==> src/rtl/mult_pkg.sv <==
// mult_pkg: shared types and helpers for the shift-and-add multiplier
package mult_pkg;

    typedef enum logic [1:0] {IDLE, CALC, FIX} state_t;

    // Widest operand the magnitude helper handles
    localparam int ABS_W = 64;

    // Counter width able to hold the value WIDTH
    function automatic int cnt_bits(input int width);
        return $clog2(width + 1);
    endfunction

    // Two's complement magnitude of a zero-extended operand; callers keep the low WIDTH bits,
    // which makes the most negative value map to 2^(WIDTH-1) without a special case
    function automatic logic [ABS_W-1:0] abs_val(input logic [ABS_W-1:0] x, input logic neg);
        return neg ? -x : x;
    endfunction

endpackage

==> src/rtl/mult_datapath.sv <==
// mult_datapath: operand/accumulator registers, shift-add step and final sign fix (WIDTH <= 64)
module mult_datapath
    import mult_pkg::*;
#(
    parameter int WIDTH  = 16,
    parameter int SIGNED = 0
) (
    input  logic               clock,
    input  logic               reset_n,
    input  logic               load,
    input  logic               step,
    input  logic               fix,
    input  logic [WIDTH-1:0]   a,
    input  logic [WIDTH-1:0]   b,
    output logic [2*WIDTH-1:0] product,
    output logic               mb_zero_next,
    output logic               cnt_zero
);

    localparam int PW = 2 * WIDTH;
    localparam int CW = cnt_bits(WIDTH);

    logic [PW-1:0]    ma_q;
    logic [PW-1:0]    acc_q;
    logic [PW-1:0]    acc_d;
    logic [PW-1:0]    product_q;
    logic [WIDTH-1:0] mb_q;
    logic [CW-1:0]    cnt_q;
    logic             neg_q;
    logic             sa;
    logic             sb;

    assign sa           = (SIGNED != 0) && a[WIDTH-1];
    assign sb           = (SIGNED != 0) && b[WIDTH-1];
    assign acc_d        = mb_q[0] ? acc_q + ma_q : acc_q;
    assign mb_zero_next = (mb_q >> 1) == '0;
    assign cnt_zero     = cnt_q == CW'(1);
    assign product      = product_q;

    // Capture magnitudes on load, add-and-shift per step, apply sign once on fix
    always_ff @(negedge clock) begin
        if (!reset_n) begin
            ma_q      <= '0;
            mb_q      <= '0;
            acc_q     <= '0;
            cnt_q     <= '0;
            neg_q     <= 1'b0;
            product_q <= '0;
        end else if (load) begin
            ma_q  <= PW'(WIDTH'(abs_val(ABS_W'(a), sa)));
            mb_q  <= WIDTH'(abs_val(ABS_W'(b), sb));
            acc_q <= '0;
            cnt_q <= CW'(WIDTH);
            neg_q <= sa ^ sb;
        end else if (step) begin
            acc_q <= acc_d;
            ma_q  <= ma_q << 1;
            mb_q  <= mb_q >> 1;
            cnt_q <= cnt_q - CW'(1);
        end else if (fix) begin
            product_q <= neg_q ? -acc_q : acc_q;
        end
    end

endmodule

==> src/rtl/shift_add_multiplier.sv <==
// shift_add_multiplier: radix-2 sequential multiplier with start/busy/done handshake
module shift_add_multiplier
    import mult_pkg::*;
#(
    parameter int WIDTH      = 16,
    parameter int SIGNED     = 0,
    parameter int EARLY_EXIT = 0
) (
    input  logic               clock,
    input  logic               reset_n,
    input  logic               start,
    input  logic [WIDTH-1:0]   a,
    input  logic [WIDTH-1:0]   b,
    output logic [2*WIDTH-1:0] product,
    output logic               busy,
    output logic               done
);

    state_t state_q;
    logic   busy_q;
    logic   done_q;
    logic   load;
    logic   step;
    logic   fix;
    logic   mb_zero_next;
    logic   cnt_zero;
    logic   calc_end;

    assign load     = (state_q == IDLE) && start;
    assign step     = state_q == CALC;
    assign fix      = state_q == FIX;
    assign calc_end = cnt_zero || ((EARLY_EXIT != 0) && mb_zero_next);
    assign busy     = busy_q;
    assign done     = done_q;

    mult_datapath #(
        .WIDTH (WIDTH),
        .SIGNED(SIGNED)
    ) u_datapath (
        .clock       (clock),
        .reset_n     (reset_n),
        .load        (load),
        .step        (step),
        .fix         (fix),
        .a           (a),
        .b           (b),
        .product     (product),
        .mb_zero_next(mb_zero_next),
        .cnt_zero    (cnt_zero)
    );

    // Control FSM; busy falls on the same edge that raises the one-cycle done pulse
    always_ff @(negedge clock) begin
        if (!reset_n) begin
            state_q <= IDLE;
            busy_q  <= 1'b0;
            done_q  <= 1'b0;
        end else begin
            done_q <= 1'b0;
            case (state_q)
                IDLE: begin
                    if (start) begin
                        state_q <= CALC;
                        busy_q  <= 1'b1;
                    end
                end
                CALC: begin
                    if (calc_end) state_q <= FIX;
                end
                FIX: begin
                    state_q <= IDLE;
                    busy_q  <= 1'b0;
                    done_q  <= 1'b1;
                end
                default: state_q <= IDLE;
            endcase
        end
    end

endmodule

==> config.mk <==
export PLATFORM = sky130hd
export DESIGN_NAME = shift_add_multiplier
export DESIGN_NICKNAME = d
export VERILOG_FILES = /design/src/rtl/mult_pkg.sv /design/src/rtl/mult_datapath.sv /design/src/rtl/shift_add_multiplier.sv
export SDC_FILE = /design/constraint.sdc
export NUM_CORES = 1
export LEC_CHECK = 0
export CAP_MARGIN = 0
export CELL_PAD_IN_SITES_DETAIL_PLACEMENT = 1
export CELL_PAD_IN_SITES_GLOBAL_PLACEMENT = 2
export CORE_ASPECT_RATIO = 0.75
export CORE_UTILIZATION = 31
export DETAILED_ROUTE_END_ITERATION = 10
export GPL_ROUTABILITY_DRIVEN = 1
export PLACE_DENSITY = 0.76
export SYNTH_ARGS = -nofsm -noshare
export SYNTH_HDL_FRONTEND = slang
export SYNTH_HIERARCHICAL = 1
export SYNTH_SLANG_ARGS = --single-unit
==> constraint.sdc <==
create_clock -name clock -period 2.64 [get_ports clock]
set_clock_uncertainty 0.1 [all_clocks]
set_input_delay 0.396 -clock clock [delete_from_list [all_inputs] [get_ports clock]]
set_output_delay 0.396 -clock clock [all_outputs]
set_load 0.05 [all_outputs]
# Yosys cells after proc, flatten, opt, wreduce, memory -nomap -nowiden
# Index checks and enable logic that the tools add are counted.
[word_totals]
ff_bits = 121
inputBits = 35
out_inout_bits = 34
elab_cells = 41
[op_classes]
add_sub_neg = 2
n_eq_ne = 5
n_mux = 12
bitwise_logic = 3
reduce_logical = 9
[ops]
columns = ["cell", "n"]
rows = [
  ["two-way mux 16 bit", 4],
  ["adder 32 bit", 1],
  ["two-way mux 5 bit", 2],
  ["AND reduction 2 bit", 3],
  ["equality test 5 x 1 -> 1 bit, second input constant", 1],
  ["subtractor 5 x 1 -> 5 bit, second input constant", 1],
  ["two-way mux 2 bit", 2],
  ["one-hot mux 2 bit (2 select lines)", 1],
  ["nonzero test 2 bit", 2],
  ["NOT 1 bit", 3],
  ["AND reduction 3 bit", 1],
  ["equality test 2 x 1 -> 1 bit, second input constant", 1],
  ["equality test 2 bit, second input constant", 1],
  ["logical NOT 2 bit", 1],
  ["two-way mux 1 bit", 2],
  ["inequality test 2 x 1 -> 1 bit, second input constant", 1],
  ["inequality test 2 bit, second input constant", 1],
  ["one-hot mux 1 bit (2 select lines)", 1],
  ["OR reduction 2 bit", 1],
  ["logical AND 1 bit", 1],
]

# Logic depth before layout (Yosys ltp)
[logic_depth]
word_depth = 4
depth_mapped = 10
mapped_depth_nobuf = 10

# By module
# Netlist, hierarchy kept.
[modules_own_cells]
columns = ["mod", "n_inst", "cells_per_inst", "area_each_um2", "seq_area_each_um2"]
rows = [
  ["mult_datapath", 1, 770, 6322.3, 2342.2],
  ["shift_add_multiplier", 1, 18, 167.7, 80.1],
]

==> results.toml <==
[drt]
drt-total-wl_um = 21900
detail_route.iter0.violations = 261
ant_nets = 0
drt-pass1-iter-count = 4
drc_errors = 0
top_layer = "met4"
via_per_inst = 4.920
wl_met2_um = 10330
wl_met3_um = 869
wire_per_inst_um = 16.16
wl_met1_um = 10340
vias = 6667

[synth]
syn_inst = 783
yosys_warnings = 6
syn_area_per_cell_um2 = 8.247
synth_area_mm2 = 0.006457
syn_nets = 852

[clocking]
cts_made_buffers = 17
cts_tree = "done"
cts_hold_buf = 0
clockBufferDepth = 2
clock_latency_ns = 0.46
clock_sinks = 121
htree_levels = 4
cts_root_buffer = "clkbuf_16"
clkTransAtPathRegs_ns = 0.06

[timing]
finalHoldViolCount = 0
slew_headroom_pct = 62.79
worst_pin_slew_ns = 0.5581
drv_slew = 0
setup_viol = 38
grt_setup_unrepaired = "yes"
fin_ws_ns = -0.1327
hold_slack_ns = 0.3751

[final_layout]
stdcell_area_mm2 = 0.009871
n_fill_cell = 2395
final_util_pct = 48.56
syn2layout_area_growth_pct = 52.86
num-nets-final = 1130
drive_gt1_share_pct = 25.07
n_antenna_cell = 0

[placed_design]
dp_slack_ns = -0.8517
place_area_mm2 = 0.008437
gp_congestion = 0.8565
port_buffers = 68
dp_hpwl_um = 15420

[global_route]
grt_max_degree = 65
grt_pass1_vias = 7430
grt_pass1_wl_um = 36020
overflow = 0
antenna_found_initial = 0
grtUsageTotal_pct = 21.13

[die]
initial_core_util_pct = 31.77
core_area_mm2 = 0.02033
die_w_um = 168.7
num_rows = 45
die_y_um = 127.0
dieArea_mm2 = 0.02142
pin_count = 69

[critical_path]
critPathBufInv = 1
worstPathCellList = "buf_12"
cp-start-kind = "register"
critPathKind = "reg2out"
cpMaxStageDelayCell = "dfxtp_2"
path_max_fanout = 2
required_ns = 2.14
endpoint_kind = "primary output"
cp.arrival_ns = 2.28
cp_slowest_stage_delay_ns = 0.35
crit_family = "flip-flops"

[flow_run]
cap_violations = 0

[power_and_ir_drop]
powerDensity_mw_per_mm2 = 558.6
leakagePower_nw = 4.445
total_power_mw = 5.513
ir_drop_mv = 0.4929

[run_status]
violations = "setup timing"
status = "finished, violations left"

[min_path]
hold_path_class = "reg2reg"
cell type report:
type                    count  area (um2)  share of cell area [%]
clock inverters           135       600.6                   6.084
inverters                  12       45.04                  0.4563
repair buffers            185        1959                   19.85
well taps                 282       352.8                   3.575
flip-flops and latches    121        2481                   25.14
multi-input cells         603        4006                   40.59
clock buffers              17       425.4                   4.310
cells in the final DEF (no fill, tap or decap), drive strengths merged, types with 3 or more instances in the layout:
cell,n
a211oi,9
a21boi,33
a21o,16
a21oi,59
a22oi,3
and2,34
and3,4
buf,153
clkbuf,17
clkdlybuf4s50,32
clkinv,4
dfxtp,121
ha,33
inv,140
mux2i,46
nand2,164
nand2b,3
nand3,13
nand4,8
nor2,43
nor2b,6
nor3,5
o211ai,6
o21ai,56
o21bai,7
or3,4
xnor2,14
xor2,10
routing by layer:
| metal | track usage [%] | vias to the layer above |
|---|---|---|
| met3 | 6.660 | 32 |
| met5 | 0 | - |
| met4 | 9.358 | 0 |
| li1 | - | 3271 |
| met2 | 34.51 | 129 |
| met1 | 25.57 | 3235 |
where the power goes:
group          switching (mW)  internal, mW  total, mW
logic                   0.258         0.262      0.520
registers              0.0422          1.88       1.93
clock network            1.43          1.64       3.07
total                    1.73          3.78       5.51
worst reg2reg max path, stage by stage (launching register included):
cell     delay (ns)
dfxtp_2        0.34
ha_4           0.17
fa_2           0.35
a21o_1         0.23
buf_4          0.15
a22oi_2        0.15
o21ai_2        0.09
o211a_1        0.27
a21oi_2        0.22
o21ai_2        0.09
a21o_1         0.17
a221o_1        0.28
path summary, 6_finish.rpt:
path / cells after the start / endpoint / slack (ns) / startpoint
max reg2reg: 11 / u_datapath/acc_q[26]$_SDFFE_NP0P_ / -0.06 / u_datapath/ma_q[0]$_SDFFE_NN0P_
max: 1 / busy / -0.13 / busy$_SDFFE_NN0P_
min: 2 / u_datapath/acc_q[9]$_SDFFE_NP0P_ / 0.38 / u_datapath/acc_q[9]$_SDFFE_NP0P_
min reg2reg: 2 / u_datapath/acc_q[9]$_SDFFE_NP0P_ / 0.38 / u_datapath/acc_q[9]$_SDFFE_NP0P_
timing repair:
action / 4_1_cts / 5_1_grt
buffers inserted: 13 / 6
pin swaps: 22 / 11
setup endpoints to repair: 145 / 54
gates resized for setup: 68 / 20
stage by stage:
step,TNS (ns),instances
final,-3.729,1355
after global routing,-5.758,1355
after detailed placement,-77.56,1186
after global placement,-71.43,1186
after floorplan,-21.51,783
after CTS,-4.473,1349
state kept, by name, indices dropped and copies added (netlist names):
name and count:
u_datapath/acc_q 32, u_datapath/ma_q 32, u_datapath/product 32, u_datapath/mb_q 16
u_datapath/cnt_q 5, state_q 2, busy 1, done 1
Note: power is estimated with default switching activity, not from simulation.
